===== src/rtl/seg7_pkg.sv =====
// Shared 7-segment definitions: active-low glyph table (bit0 = top, bit6 = middle)
// and the decoder's frame-delivery states.
package seg7_pkg;

  localparam logic [6:0] SEG_BLANK = 7'h7F;

  localparam logic [6:0] GLYPH [16] = '{
    7'h40, 7'h79, 7'h24, 7'h30, 7'h19, 7'h12, 7'h02, 7'h78,
    7'h00, 7'h18, 7'h08, 7'h03, 7'h46, 7'h21, 7'h06, 7'h0E
  };

  typedef enum logic {COLLECT, PRESENT} state_t;

endpackage


===== src/rtl/seg7_glyph_decode.sv =====
// Combinational reverse lookup of an active-low segment pattern into a hex nibble.
module seg7_glyph_decode
  import seg7_pkg::*;
(
  input  logic [6:0] seg,
  output logic       valid,
  output logic [3:0] nibble
);

  always_comb begin
    valid  = 1'b0;
    nibble = 4'd0;
    for (int i = 0; i < 16; i++) begin
      if (seg == GLYPH[i]) begin
        valid  = 1'b1;
        nibble = 4'(i);
      end
    end
  end

endmodule


===== src/rtl/seg7_decoder.sv =====
// Samples a multiplexed 7-segment bus, debounces each digit and delivers whole
// decoded words on a valid/ready handshake.
module seg7_decoder
  import seg7_pkg::*;
#(
  parameter int NDIGITS       = 4,
  parameter int STABLE_CYCLES = 4
) (
  input  logic                   clk,
  input  logic                   rst,
  input  logic [6:0]             seg_i,
  input  logic [NDIGITS-1:0]     dig_en_i,
  output logic [4*NDIGITS-1:0]   value_o,
  output logic [NDIGITS-1:0]     err_o,
  output logic                   valid_o,
  input  logic                   ready_i,
  output logic                   overflow_o
);

  localparam logic [7:0] CNT_MAX  = 8'(STABLE_CYCLES);
  localparam logic [7:0] CNT_FIRE = 8'(STABLE_CYCLES - 1);

  logic [6:0]               seg_q, seg_p;
  logic [NDIGITS-1:0]       en_q, en_p;
  logic [7:0]               cnt, cnt_n;
  logic                     same, capture, glyph_ok, complete, load, ovf_n;
  logic [3:0]               nib;
  logic [NDIGITS-1:0]       mask, mask_set;
  logic [NDIGITS-1:0][3:0]  slot_val, slot_val_n, out_val;
  logic [NDIGITS-1:0]       slot_err, slot_err_n;
  state_t                   state, state_n;

  seg7_glyph_decode u_dec (.seg(seg_q), .valid(glyph_ok), .nibble(nib));

  // cnt holds the run length of the previous sample; capture on the one cycle
  // the current sample's run reaches STABLE_CYCLES.
  assign same    = (seg_q == seg_p) && (en_q == en_p);
  assign cnt_n   = !same ? 8'd1 : (cnt == CNT_MAX) ? cnt : cnt + 8'd1;
  assign capture = same && (cnt == CNT_FIRE) && $onehot(en_q);

  always_comb begin
    slot_val_n = slot_val;
    slot_err_n = slot_err;
    mask_set   = mask;
    if (capture) begin
      mask_set = mask | en_q;
      for (int k = 0; k < NDIGITS; k++) begin
        if (en_q[k]) begin
          slot_val_n[k] = nib;
          slot_err_n[k] = !glyph_ok;
        end
      end
    end
  end

  assign complete = capture && (&mask_set);

  always_comb begin
    state_n = state;
    load    = 1'b0;
    ovf_n   = 1'b0;
    case (state)
      COLLECT: if (complete) begin
        load    = 1'b1;
        state_n = PRESENT;
      end
      PRESENT: begin
        if (ready_i) begin
          if (complete) load    = 1'b1;
          else          state_n = COLLECT;
        end else if (complete) begin
          ovf_n = 1'b1;
        end
      end
      default: state_n = COLLECT;
    endcase
  end

  always_ff @(posedge clk) begin
    if (rst) begin
      seg_q      <= '0;
      seg_p      <= '0;
      en_q       <= '0;
      en_p       <= '0;
      cnt        <= '0;
      slot_val   <= '0;
      slot_err   <= '0;
      mask       <= '0;
      state      <= COLLECT;
      out_val    <= '0;
      err_o      <= '0;
      overflow_o <= 1'b0;
    end else begin
      seg_q      <= seg_i;
      en_q       <= dig_en_i;
      seg_p      <= seg_q;
      en_p       <= en_q;
      cnt        <= cnt_n;
      slot_val   <= slot_val_n;
      slot_err   <= slot_err_n;
      mask       <= complete ? '0 : mask_set;
      state      <= state_n;
      overflow_o <= ovf_n;
      if (load) begin
        out_val <= slot_val_n;
        err_o   <= slot_err_n;
      end
    end
  end

  assign value_o = out_val;
  assign valid_o = (state == PRESENT);

endmodule

===== config.mk =====
export PLATFORM = sky130hd
export DESIGN_NAME = seg7_decoder
export DESIGN_NICKNAME = d
export VERILOG_FILES = /design/src/rtl/seg7_pkg.sv /design/src/rtl/seg7_glyph_decode.sv /design/src/rtl/seg7_decoder.sv
export SDC_FILE = /design/constraint.sdc
export NUM_CORES = 1
export LEC_CHECK = 0
export ABC_AREA = 1
export CORE_MARGIN = 2
export CORE_UTILIZATION = 55
export DETAILED_ROUTE_END_ITERATION = 10
export PLACE_DENSITY = 0.78
export SYNTH_ARGS = -nofsm -noshare
export SYNTH_HDL_FRONTEND = slang
export SYNTH_SLANG_ARGS = --single-unit

===== constraint.sdc =====
create_clock -name clk -period 3.2 [get_ports clk]
set_input_delay 0.48 -clock clk [delete_from_list [all_inputs] [get_ports clk]]
set_output_delay 0.48 -clock clk [all_outputs]
set_load 0.02 [all_outputs]

==> summary.md, run 1 <==
| Metric | Value |
|---|---|
| Inserted Clock Buffers | 9 |
| Final Instance Count excl. Fillers | 628 |
| RSZ-0062 raised after global routing | no |
| CP max-delay cell | fa_1 |
| Die Wd | 83.3 um |
| Post-route cell area | 0.00423 mm2 |
| Synth top area share | 44.0% |
| Clock tree buffer depth | 2 |
| HPWL Detailed | 5130 um |
| Worst hold path type | reg2reg |
| Clk Latency, worst-skew pair | 0.34 ns |
| Final Core Density | 70.6% |
| Pre-antenna DRT Iters | 5 |
| Initial antenna violation count | 0 |
| Total Wirelength | 7400 um |
| Synth area leaders | dfxtp_1, nor2_1, nand2_1 |
| Root Driver | clkbuf_8 |
| Setup crit end kind | flip-flop |
| Mapped cell area | 0.00346 mm2 |
| Worst r2r src | en_q[0] |
| Switch Pwr | 0.439 mW |
| Worst EP arrival | 3.23 ns |
| Netlist cell types | 29 |
| Worst setup margin | 0.221 ns |
| Fmax | 0.336 GHz |
| Core box area | 0.00599 mm2 |
| Worst Path Buf+Inv | 3 |
| # port buffers | 35 |
| Number of global-route vias before repair | 3067 |
| Mapped Nets | 522 |
| Seq pwr share | 49.2% |
| Share of post-route cells with drive strength above 1 | 8.68% |
| Die area | 0.00694 mm2 |
| Synth area leader | dfxtp_1 |
| Max cap viols | 0 |
| Actual slew at the worst max-slew pin | 0.702 ns |
| Delay-heaviest family, CP | simple AND/OR/NAND/NOR gates |
| Crit-path max FO | 8 |
| WL/cell | 11.8 um |
| Maximum number of pins on one net before global-route repair | 46 |
| Vias per inst | 5.07 |
| Tmin final | 2.98 ns |
| CP Depth | 16 |
| Placed inst area | 0.00391 mm2 |
| Reg2reg end | value_o[7] |
| Internal Power | 1.54 mW |
| RePlAce Congestion | 0.855 |
| Place WS | 0.0561 ns |
| Synth Register Bits | 76 |
| Nets | 568 |
| H-tree depth | 3 |
| Critical Setup Path Class | reg2reg |
| Mapped Cells | 503 |
| Most common cell after layout, fill and taps aside | nor2_1 |
| Part of the power in the clock network | 44.5% |
| Post-route DRC | 0 |
| Mean Syn Cell Area | 6.87 um2 |
| Worst Clk Skew | 0.00986 ns |
| CP Cell Sequence | inv_2, fa_1, inv_1, ha_1, ha_4, nor2_1, nand4_1, nor2_4, nand4_1, nand2_2, nand2_2, nor2_4, clkbuf_16, nand4_1, nand2_1, nor2_1 |
| Ys async rst share | 0% |
| Initial DRC count | 246 |
| Routed Antenna Nets | 0 |
| Worst hold slack | 0.487 ns |
| Finish-stage setup viols | 0 |
| Gate power share | 6.3% |
| ANT cells | 0 |
| Main synth FF type | dfxtp_1 |
| Peak supply drop | 0.339 mV |
| Fin. Hold Viols | 0 |
| Sw Ratio | 22.2% |
| Total congestion overflow | 0 |
| IO Count | 36 |
| Worst R2R Setup Slack | 0.22 ns |
| Clock Pin Slew Worst Setup and Hold Paths | 0.08 ns |
| Power per cell area | 468 mW/mm2 |
| Rel. slew slack | 53.2% |
| Die height | 83.3 um |
| Initial Utilization | 57.7% |
| Synth warnings | 0 |
| Max-slew violations | 0 |
| FF-to-FF path depth | 16 |
| Fin crit share | 93.1% |
| WHS Endpoint | value_o[2] |
| Final TNS setup | 0 ns |
| Crit path required time | 3.45 ns |
| Startpoint types | flip-flop |
| Cell Rows | 28 |
| First-pass GRT wire length | 13000 um |
| Final Total Pwr | 1.98 mW |
| Status | finished clean |
| Most used cell, CP | nand4_1 |
| CTS Hold Bufs | 0 |
| Commonest cells after routing, fill and taps aside | nor2_1, nand2_1, dfxtp_1 |
| Hold Path Stages | 2 |
| Number of flops mapped to enable cells by yosys | 0 |
| Leak | 1.88 nW |
| CTS sink cnt | 76 |
| Seq/Total Area, Yosys | 44.0% |
| Synth-to-Final Area Change | 22.3% |
| GRT Resource Usage Total | 22.4% |
| Dpl cells | 609 |
| HP Start | value_o[2] |
| Detailed-route via count | 3182 |
| Largest stage delay, worst path | 0.53 ns |
| TritonCTS clock tree | done |
[cell type report]
cell class | count | area [um2]
clock buffer | 10 | 138
clock inverter | 5 | 100
fill | 515 | 1760
inverter | 77 | 289
multi-input combinational | 338 | 1610
sequential | 76 | 1520
tap | 75 | 93.8
timing repair buffer | 47 | 470
[what timing repair did]
action,in CTS,in global routing
endpoints found under the setup margin,0,20
buffers inserted,0,3
resized for setup,0,10
[cells in the mapped netlist, drive strengths merged, types with 4 or more instances]
library cell,count
a21oi,11
buf,8
clkbuf,4
dfxtp,76
ha,4
inv,76
nand2,120
nand3,24
nand4,26
nor2,126
nor3,5
o21ai,7
xnor2,6
xor2,4
[power by group through the flow]
stage	combinational (mW)	sequential [mW]	clock (mW)
finish	0.125	0.973	0.880
global route	0.144	0.975	0.928
CTS	0.122	0.972	0.894
detailed placement	0.122	0.995	0
global placement	0.120	0.994	0
floorplan	0.0855	0.990	0
[registers in the layout, summed over array words and instances, names as in the netlist]
register    cells
en_p            4
slot_val       16
valid_o         1
seg_q           7
overflow_o      1
cnt             8
en_q            4
value_o        16
mask            4
seg_p           7
err_o           4
slot_err        4
[per-layer routing]
layer  global-route usage [%]  vias to the layer above  wire (um)
li1                         -                     1635          -
met1                     27.2                     1464       3360
met2                     39.3                       71       3600
met3                     4.08                       12        325
met4                     8.79                        0        120
met5                        0                        -          0
[worst max-delay path by stage]
stage	startpoint	to	slack (ns)
floorplan	en_q[0]	value_o[5]	0.27
global placement	en_q[0]	value_o[7]	0.21
detailed placement	en_q[0]	value_o[7]	0.06
CTS	en_q[0]	value_o[7]	0.03
global route	en_q[1]	value_o[10]	0.03
finish	en_q[0]	value_o[7]	0.22
[worst register-to-register path, delay by kind of cell (launching register included)]
kind | cells | cell delay [ns]
buf+inv | 3 | 0.30
simple gates | 10 | 1.27
flops | 1 | 0.36
fa+ha+maj | 3 | 0.95
[kinds of logic after synthesis]
family / Yosys count / synth area share, %
fa+ha+maj: 5 / 2.03
flops: 76 / 44.0
compound gates: 20 / 3.33
simple gates: 303 / 38.0
buf+inv: 89 / 10.1
xor+xnor: 10 / 2.53
(Power assumes the default switching activity.)
==> run 2, diff against run 1 <==
--- a/config.mk
+++ b/config.mk
@@ -5,10 +5,11 @@
 export SDC_FILE = /design/constraint.sdc
 export NUM_CORES = 1
 export LEC_CHECK = 0
-export ABC_AREA = 1
+export ABC_AREA = 0
 export CORE_MARGIN = 2
 export CORE_UTILIZATION = 55
 export DETAILED_ROUTE_END_ITERATION = 10
+export GPL_ROUTABILITY_DRIVEN = 0
 export PLACE_DENSITY = 0.78
 export SYNTH_ARGS = -nofsm -noshare
 export SYNTH_HDL_FRONTEND = slang
==> summary.md, run 2 <==
| Metric | Value |
|---|---|
| Synth area leader | dfxtp_1 |
| Setup crit end kind | flip-flop |
| Worst R2R Setup Slack | 0.02 ns (-0.21 ns) |
| Die height | 82.3 um (-1.2%) |
| Peak supply drop | 0.318 mV (-6.1%) |
| Dpl cells | 463 (-24%) |
| Vias per inst | 5.60 (+10%) |
| IO Count | 36 (unchanged) |
| FF-to-FF path depth | 12 (-4) |
| Final Core Density | 69.5% (-1.0 points) |
| Tmin final | 3.18 ns (+0.206 ns) |
| Main synth FF type | dfxtp_1 |
| Reg2reg end | value_o[6] |
| RSZ-0062 raised after global routing | yes |
| Crit path required time | 3.42 ns (-0.03 ns) |
| Post-route DRC | 0 (unchanged) |
| Nets | 422 (-26%) |
| Pre-antenna DRT Iters | 4 (-1) |
| Worst r2r src | en_q[0] |
| Actual slew at the worst max-slew pin | 0.761 ns (+0.0592 ns) |
| Synth Register Bits | 76 (unchanged) |
| Worst Clk Skew | 0.0113 ns (+0.00142 ns) |
| Clock tree buffer depth | 2 (unchanged) |
| Crit-path max FO | 5 (-3) |
| Die Wd | 82.3 um (-1.2%) |
| Mapped Nets | 378 (-28%) |
| Mapped Cells | 359 (-29%) |
| Synth top area share | 45.1% (+1.1 points) |
| CP Cell Sequence | inv_2, fa_1, inv_1, ha_2, ha_4, or4bb_1, or4_4, nor4_4, buf_6, mux2_4, nand2_2, a21oi_2 |
| Synth-to-Final Area Change | 22.2% |
| WHS Endpoint | value_o[12] |
| Commonest cells after routing, fill and taps aside | dfxtp_1, clkdlybuf4s50_1, nor2_1 |
| Share of post-route cells with drive strength above 1 | 17.7% (+9.0 points) |
| Clock Pin Slew Worst Setup and Hold Paths | 0.08 ns (about the same) |
| Mapped cell area | 0.00337 mm2 (-2.5%) |
| Netlist cell types | 56 (+93%) |
| Inserted Clock Buffers | 9 (unchanged) |
| Total congestion overflow | 0 (unchanged) |
| Synth area leaders | dfxtp_1, nor2b_1, xnor2_1 |
| Final Instance Count excl. Fillers | 482 (-23%) |
| Finish-stage setup viols | 0 (unchanged) |
| Maximum number of pins on one net before global-route repair | 54 (+17%) |
| Worst hold slack | 0.454 ns (-0.0337 ns) |
| Max-slew violations | 0 (unchanged) |
| Worst Path Buf+Inv | 3 (unchanged) |
| Leak | 1.52 nW (-19%) |
| CP max-delay cell | fa_1 |
| First-pass GRT wire length | 11800 um (-8.9%) |
| Cell Rows | 28 (unchanged) |
| # port buffers | 35 (unchanged) |
| Hold Path Stages | 2 (unchanged) |
| Initial Utilization | 56.9% (-0.78 points) |
| CTS sink cnt | 76 (unchanged) |
| Critical Setup Path Class | reg2reg |
| Mean Syn Cell Area | 9.39 um2 (+37%) |
| Number of flops mapped to enable cells by yosys | 0 (unchanged) |
| Synth warnings | 0 (unchanged) |
| Total Wirelength | 7180 um (-3.0%) |
| Initial antenna violation count | 0 (unchanged) |
| Core box area | 0.00592 mm2 (-1.2%) |
| Leading cell type by number of instances after synthesis | dfxtp_1 |
| Max cap viols | 0 (unchanged) |
| Die area | 0.00677 mm2 (-2.4%) |
| Fin crit share | 99.5% (+6.4 points) |
| Largest stage delay, worst path | 0.53 ns (about the same) |
| Final Total Pwr | 1.84 mW (-7.0%) |
| H-tree depth | 3 (unchanged) |
| Root Driver | clkbuf_8 |
| TritonCTS clock tree | done |
| Ys async rst share | 0% (unchanged) |
| Initial DRC count | 110 (-55%) |
| Delay-heaviest family, CP | simple AND/OR/NAND/NOR gates |
| Synth cell count leaders | dfxtp_1, nor2_1, nand2_1 |
| WL/cell | 14.9 um (+26%) |
| HP Start | value_o[12] |
| Startpoint types | flip-flop |
| Power per cell area | 447 mW/mm2 (-4.6%) |
| GRT Resource Usage Total | 23.2% (+0.74 points) |
| Fin. Hold Viols | 0 (unchanged) |
| Detailed-route via count | 2698 (-15%) |
| Status | finished clean |
| HPWL Detailed | 4920 um (-4.1%) |
| Most common cell after layout, fill and taps aside | dfxtp_1 |
| Rel. slew slack | 49.3% (-3.9 points) |
| ANT cells | 0 (unchanged) |
| Number of global-route vias before repair | 2561 (-16%) |
| Clk Latency, worst-skew pair | 0.35 ns (about the same) |
| Routed Antenna Nets | 0 (unchanged) |
| Worst hold path type | reg2reg |
| Seq/Total Area, Yosys | 45.1% (+1.1 points) |
| Worst EP arrival | 3.41 ns (+0.18 ns) |
| Fmax | 0.314 GHz (-6.5%) |
-- run 2: cell types whose count changed in the layout (fill, tap and decap cells not counted), sizes merged, moves of 6 or more --
cell   delta
a21oi     +9
and2      +8
and4      +7
buf       +9
inv      -64
mux2      +8
mux2i     +7
nand2    -95
nand3     -9
nand4    -19
nor2     -95
nor2b    +20
o21a      +6
xnor2     +8
-- run 2: cell families (layout without fill, tap and decap cells) --
kind of cell	after synthesis	after routing	share of synthesized area (%)
AO/OA/AOI/OAI	56	56	11.5
XOR/XNOR	20	20	5.20
adder cells (fa/ha/maj)	5	5	2.08
multiplexers	15	15	4.97
AND/OR/NAND/NOR	154	154	26.9
flip-flops	76	76	45.1
buffers and inverters	33	81	4.19
-- run 2: worst min-delay path, cell delays in order (launching register included) --
cell     delay (ns)
dfxtp_1        0.31
nand2_1        0.05
a21oi_1        0.05
-- run 2: worst max-delay path by stage --
stage | start | to | slack, ns | cells past startpoint
3_3_place_gp | en_q[0] | slot_val[7] | 0.006 | 11
5_1_grt | en_q[0] | value_o[1] | -0.11 | 13
6_report | en_q[0] | value_o[6] | 0.02 | 12
2_1_floorplan | en_q[3] | slot_val[6] | 0.004 | 10
4_1_cts | en_q[0] | slot_val[6] | -0.01 | 11
3_5_place_dp | en_q[0] | slot_val[7] | -0.07 | 11
-- run 2: power by group --
group / total [mW] / switching (mW) / leakage, nW / internal (mW)
combinational: 0.144 / 0.0815 / 0.816 / 0.0629
clock: 0.720 / 0.365 / 0.0873 / 0.355
sequential: 0.975 / 0.0156 / 0.618 / 0.959
total: 1.84 / 0.462 / 1.52 / 1.38
-- run 2: metal layers --
| metal | global-route usage (%) | vias to the layer above | part of all wire [%] |
|---|---|---|---|
| met4 | 12.5 | 0 | 2.3 |
| met1 | 29.4 | 1270 | 46 |
| li1 | - | 1340 | - |
| met5 | 0 | - | 0 |
| met3 | 4.46 | 16 | 4.3 |
| met2 | 37.1 | 72 | 47 |
-- run 2: through the flow --
step	setup slack, ns	setup TNS (ns)	cell area [um2]
6_report	0.0150	0	4120
5_1_grt	-0.110	-1.44	4120
3_3_place_gp	0.00565	0	3850
2_1_floorplan	0.00374	0	3380
4_1_cts	-0.0149	-0.0458	4060
3_5_place_dp	-0.0741	-0.516	3850
-- run 2: repair_timing --
item,in CTS,in global routing
endpoints found under the setup margin,20,24
hold buffers,0,0
pin swaps,1,1
gates resized for setup,4,8
buffers inserted,0,4
-- run 2: final cells by class --
class                   count  area [um2]
clock buffers               9         124
clock inverters             6        66.3
fillers                   470        1800
inverters                  12        45.0
multi-input cells         250        1760
flip-flops and latches     76        1520
well taps                  75        93.8
repair buffers             54         504
